$ cat src/rtl/dffsr_pipe_if.sv
// Handshake bundle for dffsr_pipe: an input valid/ready channel, set and clear
// controls, an output valid/ready channel and the occupancy count.
// The master drives data and controls; the slave is the pipeline.
interface dffsr_pipe_if #(
  parameter int WIDTH = 8,
  parameter int DEPTH = 2
);
  localparam int OCC_W = $clog2(DEPTH + 1);

  logic [WIDTH-1:0] d;
  logic             in_valid;
  logic             in_ready;
  logic             s;
  logic             c;
  logic [WIDTH-1:0] q;
  logic             out_valid;
  logic             out_ready;
  logic [OCC_W-1:0] occ;

  modport master (
    output d, in_valid, s, c, out_ready,
    input  in_ready, q, out_valid, occ
  );

  modport slave (
    input  d, in_valid, s, c, out_ready,
    output in_ready, q, out_valid, occ
  );
endinterface

$ cat src/rtl/dffsr_pipe.sv
// dffsr_pipe: DEPTH-stage valid/ready pipeline of WIDTH-bit registers with
// bubble collapse, a synchronous set that overwrites every occupied stage,
// a synchronous clear (flush) that wins over set, and an asynchronous
// active-high reset. Q and OUT_VALID come straight from the last stage.
module dffsr_pipe #(
  parameter int               WIDTH   = 8,
  parameter int               DEPTH   = 2,
  parameter logic [WIDTH-1:0] RST_VAL = {WIDTH{1'b0}},
  parameter logic [WIDTH-1:0] SET_VAL = {WIDTH{1'b1}}
) (
  input logic         clk,
  input logic         rst,
  dffsr_pipe_if.slave bus
);

  localparam int OCC_W = $clog2(DEPTH + 1);

  // Stage 0 is the input stage, stage DEPTH-1 drives Q.
  logic [WIDTH-1:0] data_r     [DEPTH];
  logic [WIDTH-1:0] data_nxt_s [DEPTH];
  logic [DEPTH-1:0] valid_r;
  logic [DEPTH-1:0] valid_nxt_s;
  logic [DEPTH-1:0] adv_s;
  logic [OCC_W-1:0] occ_r;
  logic [OCC_W-1:0] occ_nxt_s;
  logic             in_ready_s;
  logic             in_fire_s;

  // Advance flags, walked from the output back so each stage knows whether its successor frees up this cycle.
  always_comb begin : adv_calc
    logic succ_frees;
    logic adv_i;
    adv_s      = {DEPTH{1'b0}};
    succ_frees = bus.out_ready;
    for (int i = DEPTH - 1; i >= 0; i--) begin
      adv_i      = valid_r[i] & succ_frees;
      adv_s[i]   = adv_i;
      succ_frees = ~valid_r[i] | adv_i;
    end
  end

  // Intake readiness uses only stage occupancy and downstream readiness; held low during reset.
  always_comb begin
    if (rst) begin
      in_ready_s = 1'b0;
    end else begin
      in_ready_s = ~valid_r[0] | adv_s[0];
    end
  end

  assign in_fire_s = bus.in_valid & in_ready_s;

  // Next-state data and valid bits: movement and intake first, then clear (highest priority) or set.
  always_comb begin
    valid_nxt_s = valid_r;
    data_nxt_s  = data_r;

    // Upper stages take the entry from below when it advances, otherwise empty out or hold.
    for (int i = DEPTH - 1; i >= 1; i--) begin
      if (adv_s[i-1]) begin
        valid_nxt_s[i] = 1'b1;
        data_nxt_s[i]  = data_r[i-1];
      end else if (adv_s[i]) begin
        valid_nxt_s[i] = 1'b0;
      end else begin
        valid_nxt_s[i] = valid_r[i];
      end
    end

    // Input stage captures D on a transfer; an accepted entry always replaces a leaving one.
    if (in_fire_s) begin
      valid_nxt_s[0] = 1'b1;
      data_nxt_s[0]  = bus.d;
    end else if (adv_s[0]) begin
      valid_nxt_s[0] = 1'b0;
    end else begin
      valid_nxt_s[0] = valid_r[0];
    end

    // Clear drops every entry, including one accepted this cycle, and freezes the data registers.
    if (bus.c) begin
      valid_nxt_s = {DEPTH{1'b0}};
      data_nxt_s  = data_r;
    end else if (bus.s) begin
      for (int i = 0; i < DEPTH; i++) begin
        if (valid_nxt_s[i]) begin
          data_nxt_s[i] = SET_VAL;
        end else begin
          data_nxt_s[i] = data_nxt_s[i];
        end
      end
    end else begin
      valid_nxt_s = valid_nxt_s;
    end
  end

  // Occupancy after this edge is the population count of the next valid bits.
  always_comb begin
    occ_nxt_s = {OCC_W{1'b0}};
    for (int i = 0; i < DEPTH; i++) begin
      occ_nxt_s = occ_nxt_s + OCC_W'(valid_nxt_s[i]);
    end
  end

  // Pipeline state registers; reset forces data to RST_VAL and empties every stage at once.
  always_ff @(posedge clk or posedge rst) begin
    if (rst) begin
      for (int i = 0; i < DEPTH; i++) begin
        data_r[i] <= RST_VAL;
      end
      valid_r <= {DEPTH{1'b0}};
      occ_r   <= {OCC_W{1'b0}};
    end else begin
      for (int i = 0; i < DEPTH; i++) begin
        data_r[i] <= data_nxt_s[i];
      end
      valid_r <= valid_nxt_s;
      occ_r   <= occ_nxt_s;
    end
  end

  assign bus.q         = data_r[DEPTH-1];
  assign bus.out_valid = valid_r[DEPTH-1];
  assign bus.occ       = occ_r;
  assign bus.in_ready  = in_ready_s;

endmodule

$ cat src/flat_wrapper.sv
// flat-port wrapper written by rule: the top's interface ports become plain ports
module dffsr_pipe_flat 
#(
  parameter int               WIDTH   = 8,
  parameter int               DEPTH   = 2,
  parameter logic [WIDTH-1:0] RST_VAL = {WIDTH{1'b0}},
  parameter logic [WIDTH-1:0] SET_VAL = {WIDTH{1'b1}}
)
  (clk, rst, bus_d, bus_in_valid, bus_s, bus_c, bus_out_ready, bus_in_ready, bus_q, bus_out_valid, bus_occ);
  dffsr_pipe_if #(.WIDTH(WIDTH), .DEPTH(DEPTH)) bus_i ();
  input logic clk;
  input logic rst;
  input wire logic [$bits(bus_i.d)-1:0] bus_d;
  input wire logic [$bits(bus_i.in_valid)-1:0] bus_in_valid;
  input wire logic [$bits(bus_i.s)-1:0] bus_s;
  input wire logic [$bits(bus_i.c)-1:0] bus_c;
  input wire logic [$bits(bus_i.out_ready)-1:0] bus_out_ready;
  output wire logic [$bits(bus_i.in_ready)-1:0] bus_in_ready;
  output wire logic [$bits(bus_i.q)-1:0] bus_q;
  output wire logic [$bits(bus_i.out_valid)-1:0] bus_out_valid;
  output wire logic [$bits(bus_i.occ)-1:0] bus_occ;
  assign bus_i.d = bus_d;
  assign bus_i.in_valid = bus_in_valid;
  assign bus_i.s = bus_s;
  assign bus_i.c = bus_c;
  assign bus_i.out_ready = bus_out_ready;
  assign bus_in_ready = bus_i.in_ready;
  assign bus_q = bus_i.q;
  assign bus_out_valid = bus_i.out_valid;
  assign bus_occ = bus_i.occ;
  dffsr_pipe #(.WIDTH(WIDTH), .DEPTH(DEPTH), .RST_VAL(RST_VAL), .SET_VAL(SET_VAL)) u_core (.clk(clk), .rst(rst), .bus(bus_i));
endmodule
$ cat config.mk
export PLATFORM = sky130hd
export DESIGN_NAME = dffsr_pipe_flat
export DESIGN_NICKNAME = d
export VERILOG_FILES = /design/src/rtl/dffsr_pipe_if.sv /design/src/rtl/dffsr_pipe.sv /design/src/flat_wrapper.sv
export SDC_FILE = /design/constraint.sdc
export NUM_CORES = 1
export LEC_CHECK = 0
export CORE_UTILIZATION = 35
export CTS_CLUSTER_DIAMETER = 100
export DETAILED_ROUTE_END_ITERATION = 16
export PLACE_DENSITY_LB_ADDON = 0.25
export SYNTH_ARGS = -nofsm -noshare
export SYNTH_HDL_FRONTEND = slang
export SYNTH_SLANG_ARGS = --single-unit
$ cat constraint.sdc
create_clock -name clk -period 1.75 [get_ports clk]
set_clock_uncertainty 0.15 [all_clocks]
set_input_delay 0.175 -clock clk [delete_from_list [all_inputs] [get_ports clk]]
set_output_delay 0.175 -clock clk [all_outputs]
set_load 0.1 [all_outputs]
==> results of run 1 <==
==> stage by stage <==
stage               setup TNS (ns)   util  std cells  area (sq um)
floorplan                  -0.0775      -        101          1050
global placement                 0  0.507        150          1410
detailed placement         -0.0126  0.507        150          1410
CTS                              0  0.521        154          1450
global route                     0  0.527        156          1470
finish                           0  0.527        156          1470
==> worst max-delay path: cells and delay by family, from the launching register on <==
| family | cells | cell delay (ns) |
|---|---|---|
| flops | 1 | 0.52 |
| simple gates | 2 | 0.35 |
| buf+inv | 1 | 0.18 |
==> area by class of cell <==
type                    instances  area (sq um)  share of cell area
repair buffers                 34           450               0.307
well taps                      31          38.8              0.0265
clock buffers                   4          36.3              0.0248
multi-input cells              64           423               0.289
inverters                       3          11.3             0.00769
flip-flops and latches         20           505               0.345
==> kinds of logic after synthesis <==
family	Yosys count	share of synthesized area
AOI/OAI and AO/OA	19	0.139
buffers and inverters	17	0.122
adders and majority gates	1	0.0120
and+or+nand+nor	44	0.246
DFF	20	0.480
==> what timing repair did <==
item / CTS / global route
hold buffers: 0 / 0
pin swaps: 0 / 1
setup endpoints to repair: 1 / 1
setup buffers: 0 / 2
gates resized for setup: 1 / 1
==> worst max path at each step <==
stage                           startpoint                       endpoint  slack [ns]  cells after the start
2_1_floorplan  u_core.valid_r[1]$_DFF_PP0_                   bus_in_ready       -0.08                      3
3_3_place_gp                  bus_in_valid  u_core.data_r[11]$_DFFE_PP0N_        0.04                      4
3_5_place_dp                           rst  u_core.data_r[11]$_DFFE_PP0N_      -0.006                      4
4_1_cts        u_core.valid_r[1]$_DFF_PP0_                   bus_in_ready       0.006                      3
5_1_grt        u_core.valid_r[1]$_DFF_PP0_                   bus_in_ready        0.02                      3
6_report       u_core.valid_r[1]$_DFF_PP0_                   bus_in_ready        0.07                      3
==> power by group through the flow <==
stage	clock network (W)	logic (W)	registers [W]
after floorplan	0	0.000601	0.000620
after global placement	0	0.000822	0.000644
after detailed placement	0	0.000831	0.000649
after CTS	0.000274	0.000833	0.000639
after global routing	0.000295	0.000861	0.000646
final	0.000264	0.000829	0.000638
==> flip-flops by register name, summed over array words and instances (netlist names) <==
| register | count |
|---|---|
| u_core.bus.occ | 2 |
| u_core.bus.q | 8 |
| u_core.data_r | 8 |
| u_core.valid_r | 2 |
==> layer usage <==
| layer | track usage | vias up | part of all wire |
|---|---|---|---|
| li1 | - | 400 | - |
| met1 | 0.180 | 372 | 0.45 |
| met2 | 0.237 | 18 | 0.51 |
| met3 | 0.0138 | 2 | 0.031 |
| met4 | 0.0732 | 0 | 0.010 |
| met5 | 0 | - | 0 |
==> placed cells by master, fill, tap and decap left out, drive strengths merged <==
master          n
o21ai          16
o211ai          1
a21oi           1
nand3          32
clkdlybuf4s50  13
and3b           1
nor2b           1
and2b           1
nor2            3
or3b            1
or2b            1
ha              1
inv             3
a211o           1
nand2b          2
nor3b           1
nand3b          1
buf            21
dfrtp          20
clkbuf          4
==> results.yml, run 1 <==
status:
  status: "completed"
detailed_routing:
  vias: 792
  drc: 0
  wl_per_cell_um: 13.1
  ant_nets: 0
  drt-vias-per-instance: 5.08
  drtIter0Drc: 20
  firstDrtPassIters: 4
  drt_wl_total_um: 2040
power:
  p_per_area_mw_per_mm2: 1180
  p_comb_frac: 0.479
  swShare: 0.429
  intPower_w: 0.000989
  finalPower_w: 0.00173
  seqPwrFrac: 0.369
  p_leak_nw: 0.659
  p_sw_w: 0.000742
  peakVddDrop_mv: 1.03
  power_frac_clock: 0.152
critical_path:
  critPathKind: "flop to primary output"
  arrival_ns: 1.35
  worstRegToRegCells: 5
  crit_chain: "and3b_2, nor2_4, buf_12"
  cpPeakStageDelay_ns: 0.52
  critPathMaxFanout: 5
  worst_path_max_delay_cell: "dfrtp_4"
  cp-end-kind: "primary output"
  crit_path_start_kind: "flop"
  r2r_start: "u_core.valid_r[1]$_DFF_PP0_"
  r2r-end: "u_core.data_r[11]$_DFFE_PP0N_"
  cp.required_ns: 1.42
  reg2reg_setup_slack_ns: 0.22
layout:
  fillers: 258
  antenna_cells: 0
  drive_gt1_frac: 0.336
  area_growth_syn_to_layout_pct: 40.6
  nets: 141
global_route:
  grt_antenna_before_repair: 0
  grt_first_pass_wirelength_um: 3520
  grt_pass1_vias: 761
  grt.overflow.total: 0
  grt_usage: 0.141
  grt_max_degree: 21
place:
  io_buffers: 25
  dp_slack_ns: -0.00614
  place_hpwl_um: 1590
  place_congestion: 0.737
synthesis:
  syn_area_sq_mm: 0.00104
  synth_edf_count: 0
  yosysTopAreaCell: "dfrtp_1"
  yosysUniqueCellTypes: 23
  synth_area_leaders: "dfrtp_1, nand3_1, o21ai_2, buf_4, o21ai_0"
  yosys_most_used_dff: "dfrtp_1"
  postSynthAreaPerCell_sq_um: 10.3
  syn_inst: 101
  synth_warnings: 0
  synth_commonest_cells: "nand3_1, dfrtp_1, buf_4, o21ai_0, o21ai_2"
  synth.most_common_cell: "nand3_1"
  synth_seq_cells: 20
  synth_nets: 116
  synth_top_cell_area_share: 0.480
  async_flop_share: 1.00
  ys_seq_area_frac: 0.480
timing:
  slew_violations: 0
  post-route-period-util: 0.958
  finalHoldViolations: 0
  rsz0062_at_grt: "false"
  tightest_slew_ns: 0.410
  timing.final.crit_period_ns: 1.68
  slew_headroom: 0.727
  holdWs_ns: 0.129
  fin_ws_ns: 0.0737
  fmax_mhz: 597
  setup_viol_count_final: 0
clock_tree:
  cts_max_path_buffers: 2
  clk_latency_ns: 0.29
  numCtsBuffers: 3
  cts_tree: "yes"
  clkSinkCount: 20
  cts_max_level: 1
  clkTransAtPathRegs_ns: 0.11
  cts-root-buf: "clkbuf_4"
floorplanning:
  boundaryPins: 26
  rows: 19
  die_w_um: 56.6
  initial_utilization: 0.375
  coreArea_sq_mm: 0.00278
  die_y_um: 56.6
  dieArea_sq_mm: 0.00320
flow_run:
  cap_violations: 0
worst_hold_path:
  hp-class: "input port to asynchronous set/reset pin"
(Power assumes the default switching activity.)
==> run 2, diff against run 1 <==
--- a/config.mk
+++ b/config.mk
@@ -12,3 +12,4 @@
 export SYNTH_ARGS = -nofsm -noshare
 export SYNTH_HDL_FRONTEND = slang
 export SYNTH_SLANG_ARGS = --single-unit
+export TNS_END_PERCENT = 30
==> constraint.sdc (replaced) <==
create_clock -name clk -period 1.47 [get_ports clk]
set_clock_uncertainty 0.15 [all_clocks]
set_input_delay 0.147 -clock clk [delete_from_list [all_inputs] [get_ports clk]]
set_output_delay 0.147 -clock clk [all_outputs]
set_load 0.1 [all_outputs]
==> run 2 against run 1 <==
  * The run now ends with negative setup slack left
  * Sequential power up 19%
  * Combinational power increased by 23%
  * Critical path type unchanged
  * Clock-buffer cell count down 1
  * Sequential share of layout area decreased by 2.1 points
  * Largest power group unchanged
  * Final area up 6.2%
  * Highest routed layer unchanged
  * Total power grew 29%
==> results.yml, run 2 (synthesis results as in run 1) <==
critical_path:
  cp.required_ns: 1.17
  cpPeakStageDelay_ns: 0.49
  cp-end-kind: "primary output"
  cp.buffers_inverters: 1
  cp_top_family: "flip-flops"
  worst_path_max_delay_cell: "dfrtp_4"
  critPathMaxFanout: 2
  crit_path_start_kind: "flop"
  crit_chain: "and3b_2, nor2_4, buf_12"
  critPathKind: "flop to primary output"
  arrival_ns: 1.30
detailed_routing:
  vias: 823
  firstDrtPassIters: 4
  drc: 0
  drtIter0Drc: 23
  ant_nets: 0
  drt_wl_total_um: 2090
  wl_per_cell_um: 13.1
  drt-vias-per-instance: 5.14
power:
  p_sw_w: 0.000904
  p_leak_nw: 0.700
  peakVddDrop_mv: 1.15
  p_per_area_mw_per_mm2: 1430
  p_comb_frac: 0.458
  intPower_w: 0.00132
  power_frac_clock: 0.201
  swShare: 0.406
  seqPwrFrac: 0.341
timing:
  slew_violations: 0
  fin_ws_ns: -0.130
  fmax_mhz: 625
  slew_headroom: 0.761
  tightest_slew_ns: 0.358
  post-route-period-util: 1.09
  setup_viol_count_final: 5
  timing.final.crit_period_ns: 1.60
  rsz0062_at_grt: "true"
  finalHoldViolations: 0
global_route:
  grt_first_pass_wirelength_um: 3460
  grt_usage: 0.141
  grt_antenna_before_repair: 0
  grt.overflow.total: 0
  grt_pass1_vias: 804
  grt_max_degree: 21
layout:
  drive_gt1_frac: 0.411
  final_cells: 160
  area_growth_syn_to_layout_pct: 49.3
  nets: 145
  multi_input_area_sq_um: 465
  mostFrequentLayoutCells: "nand3_1, dfrtp_1, clkdlybuf4s50_1, buf_12"
  layout_commonest_cell: "nand3_1"
  regArea_sq_um: 504
  antenna_cells: 0
  fillers: 261
status:
  violations: "negative setup slack"
  status: "finished with violations"
floorplanning:
  rows: 19
  die_y_um: 56.6
  coreArea_sq_mm: 0.00278
  die_w_um: 56.6
  boundaryPins: 26
  initial_utilization: 0.375
  dieArea_sq_mm: 0.00320
clock_tree:
  clkSinkCount: 20
  cts_max_level: 1
  numCtsBuffers: 3
  cts_tree: "yes"
  postCtsHoldBufs: 0
  clk_latency_ns: 0.30
  cts-root-buf: "clkbuf_4"
  clkTransAtPathRegs_ns: 0.12
  cts_max_path_buffers: 2
place:
  dp_slack_ns: -0.207
  place_hpwl_um: 1580
  dp_cells: 153
  place_congestion: 0.765
  io_buffers: 25
worst_hold_path:
  hp-class: "input port to asynchronous set/reset pin"
flow_run:
  cap_violations: 0
run 2: cell count changes in the layout (fill, tap and decap cells not counted), moves of 2 or more:
cell     change
o21ai_0      -8
o21ai_1      +5
o21ai_2      +3
nor2_1       -2
nand3_2      +2
nor2_2       +2
buf_4        +3
nand3_1      -2
run 2: power groups by stage:
stage	Clock, W	Sequential [W]	Combinational (W)
after global placement	0	0.000765	0.000986
after global routing	0.000479	0.000770	0.00106
after CTS	0.000455	0.000758	0.00101
after floorplan	0	0.000739	0.000716
final	0.000447	0.000760	0.00102
after detailed placement	0	0.000770	0.000996
run 2: worst paths after layout:
check	start	to	slack (ns)	cells past startpoint
max	u_core.valid_r[1]$_DFF_PP0_	bus_in_ready	-0.13	3
min	rst	u_core.data_r[8]$_DFFE_PP0N_	0.1	3
max reg2reg	u_core.valid_r[1]$_DFF_PP0_	u_core.bus.occ[0]$_DFF_PP0_	-0.01	5
min reg2reg	u_core.data_r[9]$_DFFE_PP0N_	u_core.data_r[9]$_DFFE_PP0N_	0.38	2
max in group asynchronous	rst	u_core.valid_r[1]$_DFF_PP0_	0.84	3
min in group clk	bus_d[7]	u_core.data_r[15]$_DFFE_PP0N_	0.26	3
run 2: cell type report:
cell class                      instances  share of cell area
Clock buffer                            3              0.0145
Multi-Input combinational cell         64               0.299
Timing Repair Buffer                   38               0.311
Sequential cell                        20               0.324
Inverter                                3             0.00723
Tap cell                               31              0.0249
Clock inverter                          1              0.0193
run 2: tightest hold or removal path, cell delays in order:
cell and delay (ns):
clkdlybuf4s50_1 0.46, inv_1 0.07, buf_4 0.26
run 2: repair_timing:
| action | in CTS | in global routing |
|---|---|---|
| gates resized for setup | 8 | 12 |
| endpoints found under the setup margin | 1 | 20 |
| pin swaps | 2 | 9 |
| buffers inserted | 2 | 1 |
| cloned | 0 | 0 |
run 2: per-stage QoR:
stage / cell area (sq um) / hold slack [ns] / TNS (ns) / power (W) / util
floorplan: 1060 / -0.0391 / -1.36 / 0.00145 / -
global placement: 1430 / 0.355 / -1.71 / 0.00175 / 0.516
detailed placement: 1430 / 0.356 / -2.30 / 0.00177 / 0.516
CTS: 1510 / 0.0974 / -0.435 / 0.00222 / 0.544
global route: 1560 / 0.135 / -0.761 / 0.00231 / 0.560
finish: 1560 / 0.0957 / -0.208 / 0.00223 / 0.560
run 2: routing by layer:
metal | track usage | up-vias | share of wire
met4 | 0.0732 | 0 | 0.010
li1 | - | 407 | -
met3 | 0.0230 | 2 | 0.041
met2 | 0.249 | 19 | 0.51
met5 | 0 | - | 0
met1 | 0.164 | 395 | 0.44
==> run 3, diff against run 2 <==
--- a/config.mk
+++ b/config.mk
@@ -5,9 +5,11 @@
 export SDC_FILE = /design/constraint.sdc
 export NUM_CORES = 1
 export LEC_CHECK = 0
+export CORE_MARGIN = 2
 export CORE_UTILIZATION = 35
 export CTS_CLUSTER_DIAMETER = 100
 export DETAILED_ROUTE_END_ITERATION = 16
+export DONT_BUFFER_PORTS = 1
 export PLACE_DENSITY_LB_ADDON = 0.25
 export SYNTH_ARGS = -nofsm -noshare
 export SYNTH_HDL_FRONTEND = slang
==> run 3 against run 2 <==
  * Critical path type unchanged
  * Critical endpoint unchanged
  * Utilization shrank 7.2 points
  * Global-route usage is essentially flat
  * The run still ends with negative setup slack left
  * Clock-buffer cell count increased by 1
  * Die area rose by 7.2%
  * Final area decreased by 13%
  * Highest routed layer unchanged
  * Via count fell by 2.6%
  * Largest cell class unchanged
  * First-iteration DRC count is 43% lower
  * Total power shrank 16%
  * Fmax decreased by 6.9%
==> results.yml, run 3 (synthesis results as in run 1) <==
detailed_routing:
  wl_per_cell_um: 13.9
  drc: 0
  vias: 802
  drt_wl_total_um: 2160
  firstDrtPassIters: 4
  drt-vias-per-instance: 5.17
  ant_nets: 0
  drtIter0Drc: 13
critical_path:
  worst_path_max_delay_cell: "dfrtp_4"
  critPathMaxFanout: 2
  cp.required_ns: 1.17
  crit_chain: "buf_6, and3b_2, nor2_4, buf_12"
  arrival_ns: 1.42
  critPathKind: "flop to primary output"
  crit_path_start_kind: "flop"
  cpPeakStageDelay_ns: 0.50
  cp-end-kind: "primary output"
clock_tree:
  cts_max_path_buffers: 2
  clk_latency_ns: 0.30
  clkTransAtPathRegs_ns: 0.11
  cts_max_level: 1
  cts-root-buf: "clkbuf_4"
  clkSinkCount: 20
  numCtsBuffers: 3
  cts_tree: "yes"
timing:
  slew_headroom: 0.668
  slew_violations: 0
  rsz0062_at_grt: "true"
  fmax_mhz: 582
  holdWs_ns: 0.0597
  finalHoldViolations: 0
  post-route-period-util: 1.17
  setup_viol_count_final: 12
  tightest_slew_ns: 0.496
  fin_ws_ns: -0.248
  timing.final.crit_period_ns: 1.72
floorplanning:
  die_w_um: 58.6
  dieArea_sq_mm: 0.00343
  coreArea_sq_mm: 0.00278
  initial_utilization: 0.375
  boundaryPins: 26
  die_y_um: 58.6
  rows: 19
status:
  status: "finished with violations"
  violations: "negative setup slack"
place:
  place_area_sq_mm: 0.00113
  dp_cells: 135
  place_hpwl_um: 1540
  io_buffers: 0
  place_congestion: 0.729
layout:
  layout_commonest_cell: "nand3_1"
  final_cells: 155
  nets: 140
  drive_gt1_frac: 0.347
  fin_area_sq_mm: 0.00136
  regArea_sq_um: 504
  mostFrequentLayoutCells: "nand3_1, dfrtp_1, buf_4"
  fin_util: 0.488
  fillers: 275
  antenna_cells: 0
  area_growth_syn_to_layout_pct: 30.1
  multi_input_area_sq_um: 440
global_route:
  grt_pass1_vias: 758
  grt_max_degree: 13
  grt_antenna_before_repair: 0
  grt_first_pass_wirelength_um: 3600
  grt_usage: 0.142
  grt.overflow.total: 0
power:
  p_per_area_mw_per_mm2: 1370
  p_leak_nw: 0.618
  finalPower_w: 0.00186
  peakVddDrop_mv: 0.884
worst_hold_path:
  hp-class: "input port to flop"
flow_run:
  cap_violations: 0
-- run 3: changes by cell type in the layout (fill, tap and decap cells not counted), moves of 2 or more --
cell / before / now
buf_12: 13 / 3
buf_4: 11 / 15
nand3_2: 2 / 0
nor2_2: 2 / 0
dlygate4sd3_1: 0 / 13
clkdlybuf4s50_1: 13 / 0
nand3_1: 30 / 32
o21ai_0: 0 / 8
o21ai_2: 11 / 8
nor2_1: 0 / 2
o21ai_1: 5 / 0
-- run 3: critical path, delay by kind of cell, from the launching register on --
kind / cells / cell delay, ns
and+or+nand+nor: 2 / 0.33
DFF: 1 / 0.50
buffers and inverters: 2 / 0.30
-- run 3: area by class of cell --
| type | instances | area share |
|---|---|---|
| Tap cell | 31 | 0.0286 |
| Clock buffer | 4 | 0.0268 |
| Multi-Input combinational cell | 64 | 0.325 |
| Timing Repair Buffer | 33 | 0.240 |
| Sequential cell | 20 | 0.372 |
| Inverter | 3 | 0.00830 |
-- run 3: worst paths after layout --
check | end | slack (ns) | from | depth (start not counted)
max | bus_in_ready | -0.25 | u_core.valid_r[1]$_DFF_PP0_ | 4
min | u_core.bus.q[6]$_DFFE_PP0N_ | 0.06 | bus_out_ready | 3
max reg2reg | u_core.data_r[8]$_DFFE_PP0N_ | -0.12 | u_core.valid_r[1]$_DFF_PP0_ | 6
min reg2reg | u_core.data_r[11]$_DFFE_PP0N_ | 0.36 | u_core.data_r[11]$_DFFE_PP0N_ | 2
max in group asynchronous | u_core.bus.q[1]$_DFFE_PP0N_ | 0.49 | rst | 3
min in group asynchronous | u_core.data_r[8]$_DFFE_PP0N_ | 0.19 | rst | 2
-- run 3: stage by stage --
| step | setup TNS [ns] | setup WS [ns] |
|---|---|---|
| 2_1_floorplan | -1.36 | -0.329 |
| 3_3_place_gp | -0.171 | -0.0761 |
| 3_5_place_dp | -0.416 | -0.155 |
| 4_1_cts | -0.355 | -0.279 |
| 5_1_grt | -1.76 | -0.293 |
| 6_report | -1.23 | -0.248 |
-- run 3: what timing repair did --
item                                    CTS  global route
endpoints found under the setup margin   19            19
gates cloned                              0             0
buffers inserted                          1             2
pin swaps                                 1            11
hold buffers                             13             0
hold endpoints to repair                 40             0
gates resized for setup                   7             3
-- run 3: metal layers --
layer / vias to the layer above / global-route usage / share of wire / wire length, um
li1: 394 / - / - / -
met1: 382 / 0.192 / 0.46 / 989
met2: 24 / 0.213 / 0.47 / 1020
met3: 2 / 0.0286 / 0.057 / 123
met4: 0 / 0.0779 / 0.013 / 27
met5: - / 0 / 0 / 0
-- run 3: power breakdown --
part	leakage [nW]	internal, W	switching [W]	total (W)
Combinational	0.359	0.000200	0.000618	0.000818
Sequential	0.238	0.000656	0.0000654	0.000722
Clock	0.0210	0.000151	0.000171	0.000322
Total	0.618	0.00101	0.000855	0.00186
